## src/rtl/trap_ctrl.sv

```systemverilog
// trap_ctrl: machine-mode trap sequencer for the single-hart core.
//
// Detects ECALL, illegal instructions, MRET and enabled timer/external interrupts
// on the cycle an instruction commits. It then runs a fixed sequence: flush plus
// CSR update (CAPTURE), then PC redirect (REDIRECT). This block is the only
// writer of the non-instruction CSR updates.
//
// Ports:
//   clk, rst               clock, synchronous active-high reset
//   commit_*               committing instruction: valid, pc, next pc, ecall/illegal/mret flags
//   irq_timer, irq_ext     level interrupt requests (MTIP, MEIP)
//   mstatus_in, mie_in,
//   mtvec_in, mepc_in      current CSR values
//   busy                   stall commit/fetch
//   flush                  one-cycle pipeline flush
//   trap_we, trap_mepc,
//   trap_mcause            mepc/mcause write port
//   mstatus_we,
//   mstatus_wdata          mstatus write port
//   redirect_valid/pc/ready  valid/ready handshake for the new PC
module trap_ctrl #(
    parameter int unsigned XLEN              = 32,
    parameter bit          MTVEC_VECTORED_EN = 1'b1
) (
    input  logic            clk,
    input  logic            rst,
    input  logic            commit_valid,
    input  logic [XLEN-1:0] commit_pc,
    input  logic [XLEN-1:0] commit_next_pc,
    input  logic            commit_ecall,
    input  logic            commit_illegal,
    input  logic            commit_mret,
    input  logic            irq_timer,
    input  logic            irq_ext,
    input  logic [XLEN-1:0] mstatus_in,
    input  logic [XLEN-1:0] mie_in,
    input  logic [XLEN-1:0] mtvec_in,
    input  logic [XLEN-1:0] mepc_in,
    output logic            busy,
    output logic            flush,
    output logic            trap_we,
    output logic [XLEN-1:0] trap_mepc,
    output logic [XLEN-1:0] trap_mcause,
    output logic            mstatus_we,
    output logic [XLEN-1:0] mstatus_wdata,
    output logic            redirect_valid,
    output logic [XLEN-1:0] redirect_pc,
    input  logic            redirect_ready
);

    localparam logic [XLEN-1:0] CauseExt     = {1'b1, {(XLEN-5){1'b0}}, 4'd11};
    localparam logic [XLEN-1:0] CauseTimer   = {1'b1, {(XLEN-5){1'b0}}, 4'd7};
    localparam logic [XLEN-1:0] CauseIllegal = {{(XLEN-4){1'b0}}, 4'd2};
    localparam logic [XLEN-1:0] CauseEcall   = {{(XLEN-4){1'b0}}, 4'd11};

    typedef enum logic [1:0] {StIdle, StCapture, StRedirect} state_e;

    state_e          state_q, state_d;
    logic            is_mret_q, is_mret_d;
    logic [XLEN-1:0] cause_q, cause_d;
    logic [XLEN-1:0] mepc_q, mepc_d;
    logic [XLEN-1:0] target_q, target_d;

    // Event decode, only meaningful in IDLE with a committing instruction.
    logic            int_pend;
    logic            take_ext, take_timer;
    logic            accept;
    logic            is_int;
    logic [XLEN-1:0] cause_sel;
    logic [XLEN-1:0] mepc_sel;
    logic [XLEN-1:0] tvec_base;
    logic [XLEN-1:0] trap_target;

    logic unused_mie;
    assign unused_mie = ^{mie_in[XLEN-1:12], mie_in[10:8], mie_in[6:0]};

    always_comb begin
        int_pend   = mstatus_in[3] & ((irq_ext & mie_in[11]) | (irq_timer & mie_in[7]));
        take_ext   = int_pend & irq_ext & mie_in[11];
        take_timer = int_pend & ~take_ext;
        is_int     = take_ext | take_timer;
        accept     = (state_q == StIdle) & commit_valid &
                     (int_pend | commit_illegal | commit_ecall | commit_mret);

        // Interrupts resume after the committed instruction, exceptions re-execute it.
        if (take_ext) begin
            cause_sel = CauseExt;
            mepc_sel  = commit_next_pc;
        end else if (take_timer) begin
            cause_sel = CauseTimer;
            mepc_sel  = commit_next_pc;
        end else if (commit_illegal) begin
            cause_sel = CauseIllegal;
            mepc_sel  = commit_pc;
        end else begin
            cause_sel = CauseEcall;
            mepc_sel  = commit_pc;
        end

        tvec_base = {mtvec_in[XLEN-1:2], 2'b00};
        if (MTVEC_VECTORED_EN && is_int && (mtvec_in[1:0] == 2'b01)) begin
            trap_target = tvec_base + XLEN'({cause_sel[4:0], 2'b00});
        end else begin
            trap_target = tvec_base;
        end
    end

    // State register
    always_ff @(posedge clk) begin
        if (rst) begin
            state_q   <= StIdle;
            is_mret_q <= 1'b0;
            cause_q   <= '0;
            mepc_q    <= '0;
            target_q  <= '0;
        end else begin
            state_q   <= state_d;
            is_mret_q <= is_mret_d;
            cause_q   <= cause_d;
            mepc_q    <= mepc_d;
            target_q  <= target_d;
        end
    end

    // Next state
    always_comb begin
        state_d   = state_q;
        is_mret_d = is_mret_q;
        cause_d   = cause_q;
        mepc_d    = mepc_q;
        target_d  = target_q;
        unique case (state_q)
            StIdle: begin
                if (accept) begin
                    state_d = StCapture;
                    // MRET only wins when nothing of higher priority is present.
                    if (!is_int && !commit_illegal && !commit_ecall) begin
                        is_mret_d = 1'b1;
                        cause_d   = '0;
                        mepc_d    = '0;
                        target_d  = mepc_in;
                    end else begin
                        is_mret_d = 1'b0;
                        cause_d   = cause_sel;
                        mepc_d    = mepc_sel;
                        target_d  = trap_target;
                    end
                end
            end
            StCapture: state_d = StRedirect;
            StRedirect: begin
                if (redirect_ready) begin
                    state_d = StIdle;
                end
            end
            default: state_d = StIdle;
        endcase
    end

    // Outputs; forced low while rst is high so no partial CSR write escapes.
    always_comb begin
        busy           = 1'b0;
        flush          = 1'b0;
        trap_we        = 1'b0;
        trap_mepc      = '0;
        trap_mcause    = '0;
        mstatus_we     = 1'b0;
        mstatus_wdata  = '0;
        redirect_valid = 1'b0;
        redirect_pc    = '0;
        if (!rst) begin
            unique case (state_q)
                StIdle: busy = accept;
                StCapture: begin
                    busy          = 1'b1;
                    flush         = 1'b1;
                    mstatus_we    = 1'b1;
                    mstatus_wdata = mstatus_in;
                    mstatus_wdata[12:11] = 2'b11;
                    if (is_mret_q) begin
                        mstatus_wdata[3] = mstatus_in[7];
                        mstatus_wdata[7] = 1'b1;
                    end else begin
                        trap_we          = 1'b1;
                        trap_mepc        = mepc_q;
                        trap_mcause      = cause_q;
                        mstatus_wdata[7] = mstatus_in[3];
                        mstatus_wdata[3] = 1'b0;
                    end
                end
                StRedirect: begin
                    busy           = 1'b1;
                    redirect_valid = 1'b1;
                    redirect_pc    = target_q;
                end
                default: busy = 1'b0;
            endcase
        end
    end

    // Commit while the sequencer is busy is a protocol violation; it is ignored.
    assert property (@(posedge clk) disable iff (rst) (state_q != StIdle) |-> !commit_valid);

endmodule

```

## config.mk

```make
export PLATFORM = sky130hd
export DESIGN_NAME = trap_ctrl
export DESIGN_NICKNAME = d
export VERILOG_FILES = /design/src/rtl/trap_ctrl.sv
export SDC_FILE = /design/constraint.sdc
export NUM_CORES = 1
export LEC_CHECK = 0
export CAP_MARGIN = 20
export CORE_UTILIZATION = 30
export CTS_CLUSTER_DIAMETER = 200
export DETAILED_ROUTE_END_ITERATION = 8
export DONT_BUFFER_PORTS = 1
export GPL_TIMING_DRIVEN = 1
export PLACE_DENSITY = 0.49
export SLEW_MARGIN = 20
export SYNTH_ARGS = -nofsm -noshare
export SYNTH_HDL_FRONTEND = slang
export SYNTH_SLANG_ARGS = --single-unit
```

## constraint.sdc

```tcl
create_clock -name clk -period 2.7 [get_ports clk]
set_input_delay 0.54 -clock clk [delete_from_list [all_inputs] [get_ports clk]]
set_output_delay 0.54 -clock clk [all_outputs]
set_load 0.05 [all_outputs]
```

* Word-level counts from Yosys, hierarchy flattened *
Cells that the tools add are included.

operators by class
  multiplexer cells = 34
  equal/unequal tests = 5
  shift operators = 0
  multipliers = 0
  reduce and logical (&&, ||, !) cells = 10
  magnitude comparators = 0
  $add $sub $neg = 1
  bitwise gates (word level) = 14
  divide/modulo/power cells = 0

operators with widths
  kind                  number
  $mux W32              18
  $add A32 B7 Y32       1
  $mux W1               11
  $and A1 B1 Y1         8
  $pmux W2 S3           1
  $or A1 B1 Y1          5
  $eq A2 B1 Y1 const B  2
  $mux W2               2
  $mux W4               1
  $ne A2 B2 Y1 const B  2
  $reduce_and A2 Y1     2
  $logic_and A1 B1 Y1   3
  $logic_not A1 Y1      3
  $eq A2 B2 Y1 const B  1
  $logic_not A2 Y1      1
  $pmux W1 S2           1
  $reduce_or A2 Y1      1
  $not A1 Y1            1

word-level totals
  logic and storage cells = 69
  register bits after elaboration = 99
  bits in writable memories = 0
  output and inout bits = 133
  latch bits = 0
  memories kept = 0
  memory bits (read-only) = 0
  bits of input ports = 201

* Logic depth before layout (Yosys ltp) *
  word-level depth = 12
  depth in mapped cells = 13
  mapped depth without buffers = 11

* Least setup slack after synthesis *
Ideal clock, no wire load.

  path type = register to output
  start = register state_q[0]
  end = output port busy
  arrival time = 2.355 ns
  data required time = 2.160 ns
  slack = -0.195 ns
  cell stages (with the launch flop) = 8
  buffers on the path = 1
  cells stage by stage = dfxtp_1 > inv_1 > ha_1 > and2_1 > o211a_2 > clkbuf_1 > nor2_1 > nor3_1

on the way
  longest elaborated chain between the ends = 5
  elaborated cells on any way between the ends = 8
  classes of those cells = eq/ne (2); mux (2); bitwise (2); reduce/logical (2)

ends and longest elaborated chain
  item                        line     text
  start: declaration          58       state_e state_q, state_d;
  start signal: assignment    111      state_q <= StIdle;
  start signal: assignment    117      state_q <= state_d;
  $logic_not A2 Y1            82, 172
  $and A1 B1 Y1 (2 in a row)  82       accept = (state_q == StIdle) & commit_valid &
  $pmux W1 S2 *               172      unique case (state_q)
  $mux W1 *                   171      if (!rst) begin
  end: declaration            39       output logic busy,

Every way passes the cells marked *; elsewhere a longest branch is shown, timed or not.

* Worst setup path after layout *
  start = register state_q[0]
  end = output port redirect_pc[5]

on the way
  longest elaborated chain between the ends = 3

ends and longest elaborated chain
  item              line  text
  $eq A2 B2 Y1      172
  $mux W32          172
  $mux W32          171
  end: declaration  47    output logic [XLEN-1:0] redirect_pc,

No other way between the ends.

==> run_results.csv <==
group,metric,value,unit
clock_network,cts_buffers,9,
die,dieArea,17600,sq um
detailed_routing,ant_nets,0,
clock_network,clockBufferDepth,2,
layout,register_area,1440,sq um
die,design.core.area,16600,sq um
sta,rsz0062_at_grt,"false",
sta,slew_headroom,59.2,%
worst_setup_path,reg2reg_slack,0.62,ns
die,die_height,132,um
sta,maxSlewViolCount,0,
clock_network,cts_tree,"yes",
hold_path,min_to,"mepc_q[4]$_SDFFE_PP0P_",
worst_setup_path,cpPeakStageDelay,0.40,ns
worst_setup_path,crit_top_cell,"buf_4",
detailed_routing,via_per_inst,5.30,
global_routing,grt_use_total,20.0,%
die,initial_utilization,30.8,%
global_routing,grt_max_degree,76,
hold_path,worstHoldPathCells,1,
sta,finalSetupViolCount,0,
layout,drive_gt1_share,27.0,%
sta,hold_viol_final,0,
yosys,synth_top_area_share,28.2,%
yosys,synth.most_common_cell,"and2_1",
clock_network,hold_buffers,0,
worst_setup_path,crit_path_start,"state_q[0]$_SDFFE_PP0P_",
yosys,synthesis.area,5110,sq um
yosys,ys_types,70,
global_routing,grt_pass1_wl,27000,um
worst_setup_path,cp_data_arrival_time,1.98,ns
yosys,synth-edff-count,0,
global_routing,grt.overflow.total,0,
yosys,yosysTopAreaCell,"dfxtp_1",
sta,clock_skew,0.00661,ns
yosys,avgSynthCellArea,8.20,sq um
global_routing,antenna_found_initial,3,
sta,period_needed,2.52,ns
yosys,synth_commonest_cells,"98 x and2_1, 72 x dfxtp_1, 53 x nor2_1, 43 x a22oi_1, 34 x buf_4",
hold_path,hp-start,"rst",
yosys,yosys_warnings,0,
sta,finalSetupTns,0,ns
place,dp.cells,903,
sta,tightest_slew,0.612,ns
detailed_routing,drcViolationCount,0,
sta,clock.fmax,0.397,GHz
worst_setup_path,reg2reg_depth,8,
hold_path,hp-class,"in -> reg",
pwr,ir_worst_vdd,0.341,mV
sta,period_share,93.2,%
worst_setup_path,r2r_end,"target_q[29]$_SDFFE_PP0P_",
worst_setup_path,path_cells,"inv_1 -> ha_1 -> nor2b_4 -> buf_4 -> and2_1 -> buf_4",
detailed_routing,first_pass_iters,4,
yosys,synth_area_leaders,"dfxtp_1 28%, and2_1 12%, mux2_2 7.1%",
clock_network,clock_latency,0.34,ns
worst_setup_path,cp-end-kind,"output pin",
status,status,"complete, no violations",
clock_network,cts_setup_buffers,0,
die,ios,334,
worst_setup_path,worst_path_max_delay_cell,"buf_4",
place,place_congestion,0.847,
yosys,async_flop_share,0,%
detailed_routing,drtIter0Drc,223,
worst_setup_path,rr_startpoint,"state_q[0]$_SDFFE_PP0P_",
layout,fillers,1659,
pwr,p_leak,2.65,nW
pwr,pwr_density_cell,669,nW/um^2
place,io_buffers,0,
worst_setup_path,path_delay_family,"buffers and inverters",
layout,nets,906,
worst_setup_path,start_kind,"flop",
worst_setup_path,crit_fanout,33,
global_routing,grt_pass1_vias,4882,
worst_setup_path,cp.required,2.16,ns
layout,area_delta_synth_final,31.6,%
detailed_routing,num_vias,4891,
yosys,ys.flop_type,"dfxtp_1",
detailed_routing,wl_per_cell,19.5,um
yosys,ys_ff_latch,72,
yosys,postSynthCellCount,623,
worst_setup_path,crit_type,"reg -> out",
clock_network,h-tree-depth,3,
yosys,ys_seq_area_share,28.2,%
die,rows,47,
worst_setup_path,critPathBufInv,3,
clock_network,cts.reportedPaths.clkPinSlew,0.06,ns
die,dieWidth,132,um
layout,multi_input_area,3360,sq um
run,drv_cap,0,
place,hpwlAfterDp,13300,um
detailed_routing,wirelength,18000,um
layout,fin_cells,923,
clock_network,cts_num_sinks,72,
clock_network,cts-root-buf,"clkbuf_16",
[power breakdown]
part	switching (mW)	total, mW	internal (mW)
Sequential	0.102	1.35	1.25
Combinational	1.27	1.91	0.632
Clock	0.524	1.24	0.720
Total	1.90	4.50	2.60
[worst register-to-register path, cell delays in order (launching register included)]
cell and delay (ns):
dfxtp_1 0.40, inv_1 0.11, ha_1 0.25, and2_2 0.23
o211ai_4 0.08, buf_4 0.41, nand2_1 0.18, a21o_1 0.19
a41oi_1 0.16
[final cells by class]
cell class / count / area share [%]
Antenna cell: 3 / 0.112
Clock buffer: 10 / 3.41
Clock inverter: 6 / 1.02
Inverter: 11 / 0.614
Multi-Input combinational cell: 492 / 50.0
Sequential cell: 72 / 21.4
Tap cell: 220 / 4.10
Timing Repair Buffer: 109 / 19.3
[worst max-delay path by stage]
stage	slack [ns]	endpoint	cells after the start
finish	0.18	redirect_pc[5]	6
global route	0.04	busy	7
CTS	0.1	trap_mcause[0]	7
detailed placement	-0.04	target_q[31]$_SDFFE_PP0P_	9
global placement	0.03	target_q[31]$_SDFFE_PP0P_	9
floorplan	0.01	target_q[26]$_SDFFE_PP0P_	13
[routing by layer]
layer / global-route usage (%) / share of wire (%) / vias up
li1: - / - / 2314
met1: 23.9 / 41 / 2352
met2: 35.1 / 50 / 205
met3: 4.48 / 6.5 / 20
met4: 6.83 / 1.8 / 0
met5: 0 / 0 / -
[cells in the final DEF (no fill, tap or decap), types with 7 or more instances in the layout]
cell type	synthesis	layout
o211ai_1	9	9
mux2_2	32	32
and2_1	98	97
clkbuf_16	0	9
buf_12	0	38
xor2_1	12	12
nor3_1	8	7
conb_1	1	27
a21oi_1	23	23
nand3_1	20	20
ha_1	10	10
dfxtp_1	72	72
nand2_1	30	29
nor2_1	53	52
inv_1	10	10
buf_4	34	70
nand4_1	13	13
a22oi_1	43	43
o21ai_0	16	16
[registers in the layout, summed over array words and instances, names as in the netlist]
signal     flops
is_mret_q      1
mepc_q        32
state_q        2
cause_q        5
target_q      32
[metrics by stage]
step / setup slack [ns] / area [sq um] / power (mW) / hold WS [ns] / utilization [%]
global placement: 0.0296 / 6380 / 3.21 / 0.438 / 38.5
floorplan: 0.0123 / 5220 / 2.80 / 0.432 / -
global route: 0.0382 / 6720 / 4.75 / 0.257 / 40.5
detailed placement: -0.0374 / 6380 / 3.26 / 0.437 / 38.5
CTS: 0.0989 / 6690 / 4.53 / 0.247 / 40.3
finish: 0.182 / 6720 / 4.50 / 0.269 / 40.5
[repair_timing]
item                                   in CTS  in global routing
gates resized for setup                     1                  2
setup endpoints to repair                   1                  3
endpoints found under the hold margin       0                  0
[kinds of logic after synthesis]
group / Yosys count / synth area share [%]
and+or+nand+nor: 263 / 28.9
DFF: 72 / 28.2
buffers and inverters: 85 / 9.16
xor gates and xnor gates: 16 / 2.74
other: 1 / 0.0734
adders and majority gates: 10 / 2.45
AOI/OAI and AO/OA: 139 / 20.4
muxes: 37 / 8.04
Power figures use the tool's default switching activity.
